--- src/rtl/audio_pkg.sv ---
// Shared constants and capture-FSM state type for the audio input path.
package audio_pkg;
  localparam int SAMPLE_W             = 32;
  localparam int DEFAULT_DEPTH        = 8;
  localparam int DEFAULT_DECAY_PERIOD = 50000;

  typedef enum logic {
    IDLE = 1'b0,
    GAP  = 1'b1
  } cap_state_t;
endpackage

--- src/rtl/audio_sample_fifo.sv ---
// First-word-fall-through FIFO; the head entry is visible on head_data whenever empty=0.
module audio_sample_fifo #(
  parameter int WIDTH = 96,
  parameter int DEPTH = 8
) (
  input  logic                     CLOCK_50,
  input  logic                     reset,
  input  logic                     push,
  input  logic [WIDTH-1:0]         push_data,
  input  logic                     pop,
  output logic [WIDTH-1:0]         head_data,
  output logic [$clog2(DEPTH):0]   level,
  output logic                     full,
  output logic                     empty
);
  localparam int AW = $clog2(DEPTH);

  logic [WIDTH-1:0] mem [DEPTH];
  logic [AW-1:0]    wr_ptr_reg;
  logic [AW-1:0]    rd_ptr_reg;
  logic [AW:0]      level_reg;
  logic             do_push;
  logic             do_pop;

  assign empty     = (level_reg == '0);
  assign full      = (level_reg == (AW+1)'(DEPTH));
  assign level     = level_reg;
  assign head_data = mem[rd_ptr_reg];

  // A full FIFO still accepts a push when the head leaves in the same cycle.
  assign do_pop  = pop & ~empty;
  assign do_push = push & (~full | do_pop);

  always_ff @(posedge CLOCK_50) begin
    if (do_push) mem[wr_ptr_reg] <= push_data;
  end

  always_ff @(posedge CLOCK_50) begin
    if (reset) begin
      wr_ptr_reg <= '0;
      rd_ptr_reg <= '0;
      level_reg  <= '0;
    end else begin
      if (do_push) wr_ptr_reg <= wr_ptr_reg + 1'b1;
      if (do_pop)  rd_ptr_reg <= rd_ptr_reg + 1'b1;
      if (do_push && !do_pop)      level_reg <= level_reg + 1'b1;
      else if (do_pop && !do_push) level_reg <= level_reg - 1'b1;
    end
  end
endmodule

--- src/rtl/audio_in_reader.sv ---
// Reads L/R pairs from the Audio_Controller ADC side, buffers them with a mono downmix,
// and tracks a decaying peak level plus a sticky overflow flag.
module audio_in_reader #(
  parameter int SAMPLE_W     = audio_pkg::SAMPLE_W,
  parameter int DEPTH        = audio_pkg::DEFAULT_DEPTH,
  parameter int DECAY_PERIOD = audio_pkg::DEFAULT_DECAY_PERIOD
) (
  input  logic                    CLOCK_50,
  input  logic                    reset,
  input  logic                    audio_in_available,
  input  logic [SAMPLE_W-1:0]     left_channel_audio_in,
  input  logic [SAMPLE_W-1:0]     right_channel_audio_in,
  output logic                    read_audio_in,
  output logic                    sample_valid,
  input  logic                    sample_ready,
  output logic [SAMPLE_W-1:0]     sample_left,
  output logic [SAMPLE_W-1:0]     sample_right,
  output logic [SAMPLE_W-1:0]     sample_mono,
  output logic [$clog2(DEPTH):0]  fifo_level,
  output logic                    overflow,
  output logic [SAMPLE_W-2:0]     peak_level
);
  import audio_pkg::*;

  localparam int CW = (DECAY_PERIOD > 1) ? $clog2(DECAY_PERIOD) : 1;

  cap_state_t                 state_reg;
  logic                       overflow_reg;
  logic [SAMPLE_W-2:0]        peak_reg;
  logic [CW-1:0]              decay_cnt_reg;

  logic signed [SAMPLE_W-1:0] mono;
  logic [SAMPLE_W-1:0]        mag_full;
  logic [SAMPLE_W-2:0]        mag;
  logic                       fifo_full;
  logic                       fifo_empty;
  logic                       pop;
  logic                       push;
  logic                       drop;
  logic                       decay_wrap;
  logic [3*SAMPLE_W-1:0]      head_data;

  assign read_audio_in = ~reset & (state_reg == IDLE) & audio_in_available;

  // Halving each channel first keeps the sum in range for every input pair.
  assign mono = ($signed(left_channel_audio_in) >>> 1) + ($signed(right_channel_audio_in) >>> 1);
  assign mag_full = mono[SAMPLE_W-1] ? (-mono) : mono;
  assign mag      = mag_full[SAMPLE_W-1] ? '1 : mag_full[SAMPLE_W-2:0];

  assign pop  = sample_valid & sample_ready;
  assign push = read_audio_in & (~fifo_full | pop);
  assign drop = read_audio_in & fifo_full & ~pop;

  assign decay_wrap = (decay_cnt_reg == CW'(DECAY_PERIOD - 1));

  audio_sample_fifo #(
    .WIDTH (3*SAMPLE_W),
    .DEPTH (DEPTH)
  ) u_fifo (
    .CLOCK_50  (CLOCK_50),
    .reset     (reset),
    .push      (push),
    .push_data ({left_channel_audio_in, right_channel_audio_in, mono}),
    .pop       (pop),
    .head_data (head_data),
    .level     (fifo_level),
    .full      (fifo_full),
    .empty     (fifo_empty)
  );

  assign sample_valid = ~fifo_empty;
  assign {sample_left, sample_right, sample_mono} = head_data;
  assign overflow   = overflow_reg;
  assign peak_level = peak_reg;

  always_ff @(posedge CLOCK_50) begin
    if (reset) begin
      state_reg <= IDLE;
    end else begin
      case (state_reg)
        IDLE:    if (audio_in_available) state_reg <= GAP;
        GAP:     state_reg <= IDLE;
        default: state_reg <= IDLE;
      endcase
    end
  end

  // Peak meter: a louder capture (kept or dropped) overrides the periodic decay step.
  always_ff @(posedge CLOCK_50) begin
    if (reset) begin
      overflow_reg  <= 1'b0;
      peak_reg      <= '0;
      decay_cnt_reg <= '0;
    end else begin
      decay_cnt_reg <= decay_wrap ? '0 : decay_cnt_reg + 1'b1;
      if (drop) overflow_reg <= 1'b1;
      if (read_audio_in && (mag > peak_reg)) peak_reg <= mag;
      else if (decay_wrap)                   peak_reg <= peak_reg - (peak_reg >> 4);
    end
  end
endmodule

--- config.mk ---
export PLATFORM = sky130hd
export DESIGN_NAME = audio_in_reader
export DESIGN_NICKNAME = d
export VERILOG_FILES = /design/src/rtl/audio_pkg.sv /design/src/rtl/audio_sample_fifo.sv /design/src/rtl/audio_in_reader.sv
export SDC_FILE = /design/constraint.sdc
export NUM_CORES = 1
export LEC_CHECK = 0
export ABC_CLOCK_PERIOD_IN_PS = 10100
export CAP_MARGIN = 25
export CORE_AREA = 2 2 254 256
export CTS_BUF_LIST = sky130_fd_sc_hd__clkbuf_4 sky130_fd_sc_hd__clkbuf_8 sky130_fd_sc_hd__clkbuf_16
export CTS_CLUSTER_DIAMETER = 40
export DETAILED_ROUTE_END_ITERATION = 10
export DIE_AREA = 0 0 256 258
export DONT_BUFFER_PORTS = 1
export PLACE_DENSITY = 0.87
export SLEW_MARGIN = 25
export SYNTH_ARGS = -nofsm -noshare
export SYNTH_HDL_FRONTEND = slang
export SYNTH_SLANG_ARGS = --single-unit
--- constraint.sdc ---
create_clock -name CLOCK_50 -period 10.1 [get_ports CLOCK_50]
set_clock_uncertainty 0.2 [all_clocks]
set_input_delay 2.525 -clock CLOCK_50 [delete_from_list [all_inputs] [get_ports CLOCK_50]]
set_output_delay 2.525 -clock CLOCK_50 [all_outputs]
set_load 0.1 [all_outputs]
# After elaboration in Yosys (flattened, before gate mapping)
# Memories as Yosys holds them, arrays and structs flattened. A register that Yosys moved wholly into a read port is not among the register bits.
# Index checks and enable logic that the tools add are counted.
[word_totals] mem_bits_rw=768 word_cells=55 mem_count=1 register_bits=59 inputBits=68 output_inout_bits=134
[op_classes] reduce_logical=9 magnitude_cmp=1 muxes=12 bitwise_logic=15 addsub=8 eq_ne=2
[memory_table] name="u_fifo.mem" depth=8 width=96 read_ports=1 rd_ports_with_merged_regs=1 write_ports=1 line="audio_sample_fifo.sv:18" source="logic [WIDTH-1:0] mem [DEPTH];"
[op_table] op="2-to-1 mux 31 bit" n=3
[op_table] op="adder 31 x 31 -> 32 bit" n=1
[op_table] op="2-to-1 mux 32 bit" n=1
[op_table] op="negator 32 bit" n=1
[op_table] op="greater-than comparator 31 bit" n=1
[op_table] op="subtractor 31 x 27 -> 31 bit" n=1
[op_table] op="adder 16 x 1 -> 16 bit (second input constant)" n=1
[op_table] op="== test 16 bit (second input constant)" n=1
[op_table] op="AND 1 bit" n=8
[op_table] op="2-to-1 mux 4 bit" n=2
[op_table] op="adder 3 x 1 -> 3 bit (second input constant)" n=2
[op_table] op="2-to-1 mux 3 bit" n=2
[op_table] op="NOT 1 bit" n=5
[op_table] op="adder 4 x 1 -> 4 bit (second input constant)" n=1
[op_table] op="== test 4 bit (second input constant)" n=1
[op_table] op="zero test 4 bit" n=1
[op_table] op="nonzero test 2 bit" n=2
[op_table] op="subtractor 4 x 1 -> 4 bit (second input constant)" n=1
[op_table] op="logical AND 1 bit" n=3
[op_table] op="2-to-1 mux 1 bit" n=3
[op_table] op="zero test 1 bit" n=2
[op_table] op="OR 1 bit" n=2
[op_table] op="one-hot mux 1 bit (2 select lines)" n=1
[op_table] op="OR reduction 2 bit" n=1

# Longest topological paths before layout
[depth] ltp_word=10 depth_mapped=28 depth_no_buf=23

# Modules after synthesis
# From an unflattened synthesis, not the netlist that was laid out.
[unflattened] hier_cells=2123 hier_area_um2=36472.5
[modules_own_cells] mod="audio_sample_fifo" n_inst=1 area_each_um2=29477.0 cells_each=1183 seq_area_each_um2=23322.4
[modules_own_cells] mod="audio_in_reader" n_inst=1 area_each_um2=6995.5 cells_each=940 seq_area_each_um2=980.9

# Least setup slack after synthesis
# No wires, ideal clock.
[synth_path] kind="in2reg" start="input port reset" end="memory u_fifo.mem[4][0] (enable)" cell_stages=6 setup_ns=0.668 t_required_ns=9.232 setup_slack_ns=-0.568 arrival_time_ns=9.799 path_cell_list="clkbuf_1 > nor2_1 > nand2_1 > nor2_1 > nand2_1 > nor3_1"
[synth_between] elab_chain_cells=7
[synth_rtl] element="from (decl)" line="audio_in_reader.sv:9" source="input logic reset,"
[synth_rtl] element="NOT 1 bit" line="audio_in_reader.sv:43" source="assign read_audio_in = ~reset & (state_reg == IDLE) & audio_in_available;"
[synth_rtl] element="AND 1 bit (2 in a row)" line="audio_in_reader.sv:43"
[synth_rtl] element="AND 1 bit" line="audio_in_reader.sv:51" source="assign push = read_audio_in & (~fifo_full | pop);"
[synth_rtl] element="AND 1 bit" line="audio_sample_fifo.sv:32" source="assign do_push = push & (~full | do_pop);"
[synth_rtl] element="net u_fifo.do_push" line="audio_sample_fifo.sv:22" source="logic do_push;"
[synth_rtl] element="2-to-1 mux 1 bit" line="audio_sample_fifo.sv:35" source="if (do_push) mem[wr_ptr_reg] <= push_data;"
[synth_rtl] element="2-to-1 mux 1 bit (not written as such)" line="audio_sample_fifo.sv:35"
[synth_rtl] element="to (decl)" line="audio_sample_fifo.sv:18"
# The timed path passes the listed nets, and every way through them passes these cells.

# Worst setup path in the final report
[layout_path] start="input port left_channel_audio_in[1]" end="register peak_reg[29], in the netlist peak_level[29]"
[layout_between] elab_chain_cells=7 elab_cells_between_ends=8
[layout_rtl] element="from (decl)" line="audio_in_reader.sv:11" source="input logic [SAMPLE_W-1:0] left_channel_audio_in,"
[layout_rtl] element="adder 31 x 31 -> 32 bit (*)" line="audio_in_reader.sv:46" source="assign mono = ($signed(left_channel_audio_in) >>> 1) + ($signed(right_channel_audio_in) >>> 1);"
[layout_rtl] element="net mono[6]" line="audio_in_reader.sv:32" source="logic signed [SAMPLE_W-1:0] mono;"
[layout_rtl] element="negator 32 bit" line="audio_in_reader.sv:47" source="assign mag_full = mono[SAMPLE_W-1] ? (-mono) : mono;"
[layout_rtl] element="2-to-1 mux 32 bit (*)" line="audio_in_reader.sv:47"
[layout_rtl] element="2-to-1 mux 31 bit (*)" line="audio_in_reader.sv:48" source="assign mag = mag_full[SAMPLE_W-1] ? '1 : mag_full[SAMPLE_W-2:0];"
[layout_rtl] element="greater-than comparator 31 bit" line="audio_in_reader.sv:97" source="if (read_audio_in && (mag > peak_reg)) peak_reg <= mag;"
[layout_rtl] element="logical AND 1 bit" line="audio_in_reader.sv:97"
[layout_rtl] element="2-to-1 mux 31 bit / nonzero test 2 bit (equally long branches)"
[layout_rtl] element="to (signal assigned)" line="audio_in_reader.sv:97"
[layout_rtl] element="to (signal assigned)" line="audio_in_reader.sv:98" source="else if (decay_wrap) peak_reg <= peak_reg - (peak_reg >> 4);"
[layout_rtl] element="to (decl)" line="audio_in_reader.sv:29" source="logic [SAMPLE_W-2:0] peak_reg;"
# Mark *: on every way through the listed nets, which the timed path passes. The rest lies on a longest branch.
# A chain may end at the register's enable or synchronous reset.

==> run metrics <==
Critical-path top delay cell=or4_4; Post-CTS Repair Setup Buffers=0; VDD IR-drop max=0.155 mV; initial core utilization=57.3%; CTS tree=yes; unrepaired setup endpoints after global routing=no; Netlist cell types=82; clock sinks=830; maximum clock rate=111 MHz; Critical Path Max Stage Delay=0.57 ns; CTS root buffer=clkbuf_16; Via Count=20900; most area-consuming cells after synthesis=edfxtp_1 (63%), mux4_2 (12%), dfxtp_1 (3.4%); PostCTS Resize Cnt=0; # Max-Cap Violations=0; largest net degree at the start of global routing=171; cell area after synthesis=36400 sq um; pwr dens=between 200 and 300 nW/um^2; number of synthesized flops with an enable pin=768; total gr overflow=0; CP Class=in -> reg; outcome=finished clean; syn_area_per_cell=17.1 sq um; CP delay by family, top=simple AND/OR/NAND/NOR gates; top cells by count, synth=edfxtp_1 (768), mux4_2 (192), mux2_2 (98); TNS Setup=0 ns; initial antenna violation count=0; Detailed Routing Iterations Pass 1=6; Initial DRC Count=2511; Util after Layout=64.7%; max reg flops=768; post-route clock period utilization=89.2%; Worst Hold Path Cells=1; count leader, synth=edfxtp_1; WP data required=approximately 10 ns; Synth Flop Type=edfxtp_1; Core Area=63600 sq um; CP max FO=22; routability congestion estimate=approximately 0.91; Die X-Extent=256 um; leak pwr=roughly 13 nW; Yosys top cell by area=edfxtp_1; R2R cell count=12; worst reg-to-reg setup slack=5.20 ns; chip height=258 um; Area Growth Syn to Fin=13.1%; number of buffers created by CTS=about 100; YS warnings=0; Post-DP HPWL=around 53 mm; Synth top area share=63.3%; Routed WL=91.2 mm; clock buffer depth=3; Tot GR Track Use=27.6%; area occupied by multi-input gates=11700 sq um; Cell Chain, Critical Path=ha_1 -> fa_1 -> a211oi_2 -> or4b_1 -> o2111ai_1 -> or2_1 -> nor4b_4 -> nand4_4 -> or4_4 -> nor3_2 -> nand3_2 -> buf_4 -> nand2_1 -> ha_1 -> nand4_1 -> nor4_1 -> nand3_1 -> o21bai_1 -> a41oi_1 -> o21a_2 -> inv_1 -> a41oi_1 -> nor3b_1; # DRC=0; worst hold path type=reg -> reg; Min-Delay Endpoint=decay_cnt_reg[0]; worst-margin pin slew=1.10 ns; Seq/Total Area, Yosys=approximately two thirds; crit path DAT=roughly 9.4 ns; Storage cell area=~24000 sq um; final slew viol count=0; Final setup viols=0; share of cells above drive strength 1=25.7%; clock slew at reported path FFs=0.05 ns; global-route wire length before repair=136 mm; final count of hold timing violations=0; Critical R2R Launch=peak_level[11]; Ant. Diodes=0; vias per cell=between 6 and 7; # nets final=2349; vias in the first global route=21300; I/O pin count=202; FILL cells=4040; clk_lat worst skew=0.66 ns; WP buf/inv=2; DIE AREA=66000 sq um; Antenna Nets Post-Route=0; worst flop-to-flop path endpoint=peak_level[26]; cell row count=just over 90; Crit. End Element=register; CP Launch Type=input pin; hold_buf cts=0; Syn Inst Count=2131; H-tree depth=3; flops & latches, synth=between 800 and 900; IO buf count=0; Slew headroom=between 20% and 30%; post-layout min period=9.01 ns; hold_sp=decay_cnt_reg[0]; post-DR wirelength/cell=~29 um; ys async rst share=0%; net count after synthesis=2298
-- cell families (layout without fill, tap and decap cells) --
logic type	after synthesis	after routing	share of synthesized area [%]
AO/OA/AOI/OAI	307	307	5.98
buffers and inverters	153	285	1.66
XOR/XNOR	85	85	2.04
flip-flops	830	830	66.7
multiplexers	294	294	15.0
adder cells (fa/ha/maj)	99	99	3.46
AND/OR/NAND/NOR	363	363	5.18
-- layout make-up --
| class | count | area share (%) |
|---|---|---|
| timing repair buffer | 47 | 1.00 |
| clock buffer | 117 | 6.59 |
| clock inverter | 67 | 1.98 |
| multi-input combinational | 1148 | 28.3 |
| tap | 855 | 2.60 |
| sequential | 830 | 59.1 |
| inverter | 54 | 0.492 |
-- placed cells by master (no fill, tap or decap), drive strengths merged, types with 47 or more instances in the layout --
cell / netlist / layout
o21ai: 60 / 60
nand2: 87 / 87
ha: 96 / 96
mux4: 192 / 192
xnor2: 47 / 47
buf: 25 / 47
dfxtp: 62 / 62
mux2: 98 / 98
nor2: 97 / 97
inv: 54 / 73
clkbuf: 74 / 117
edfxtp: 768 / 768
a21oi: 71 / 71
-- layer usage --
layer / routed length, um / GRT usage (%) / part of all wire (%) / vias to the layer above
met4: 3340 / 11.5 / 3.7 / 0
li1: - / - / - / 8705
met3: 9000 / 6.50 / 9.9 / 207
met5: 0 / 0 / 0 / -
met1: 33900 / 35.6 / 37 / 10700
met2: 44900 / 45.7 / 49 / 1295
-- through the flow --
stage / setup WS, ns / std cells / hold WS, ns / total power, mW / instance area, sq um
2_1_floorplan: 1.74 / 2131 / 0.218 / 6.53 / 36500
3_3_place_gp: 0.902 / 2933 / 0.228 / 6.97 / 37600
3_5_place_dp: 0.582 / 2933 / 0.250 / 7.03 / 37600
4_1_cts: 1.26 / 3117 / 0.261 / 10.8 / 41200
5_1_grt: 0.637 / 3118 / 0.275 / 11.1 / 41200
6_report: 1.09 / 3118 / 0.260 / 10.8 / 41200
-- power by group --
group	internal (mW)	switching [mW]
registers	3.89	0.211
logic	0.873	2.04
clock network	2.27	1.50
total	7.04	3.75
-- worst reg2reg max path: stages, from the launching register on --
cell and delay (ns):
dfxtp_1 1.04, inv_1 0.30, ha_1 0.43, a21o_1 0.21, or3_1 0.31, o221a_2 0.28, a211o_1 0.32, a211oi_1 0.37
nor3_1 0.18, o31ai_1 0.29, mux2_2 0.38, a2111oi_0 0.38, a311oi_1 0.09
-- worst max path at each step --
| stage | startpoint | to | slack, ns | depth (start not counted) |
|---|---|---|---|---|
| 2_1_floorplan | left_channel_audio_in[1] | peak_level[10] | 1.74 | 24 |
| 3_3_place_gp | left_channel_audio_in[1] | peak_level[29] | 0.90 | 23 |
| 3_5_place_dp | left_channel_audio_in[1] | peak_level[16] | 0.58 | 24 |
| 4_1_cts | left_channel_audio_in[1] | peak_level[29] | 1.26 | 23 |
| 5_1_grt | left_channel_audio_in[1] | peak_level[25] | 0.64 | 23 |
| 6_report | left_channel_audio_in[1] | peak_level[29] | 1.09 | 23 |
Power figures use the tool's default switching activity.
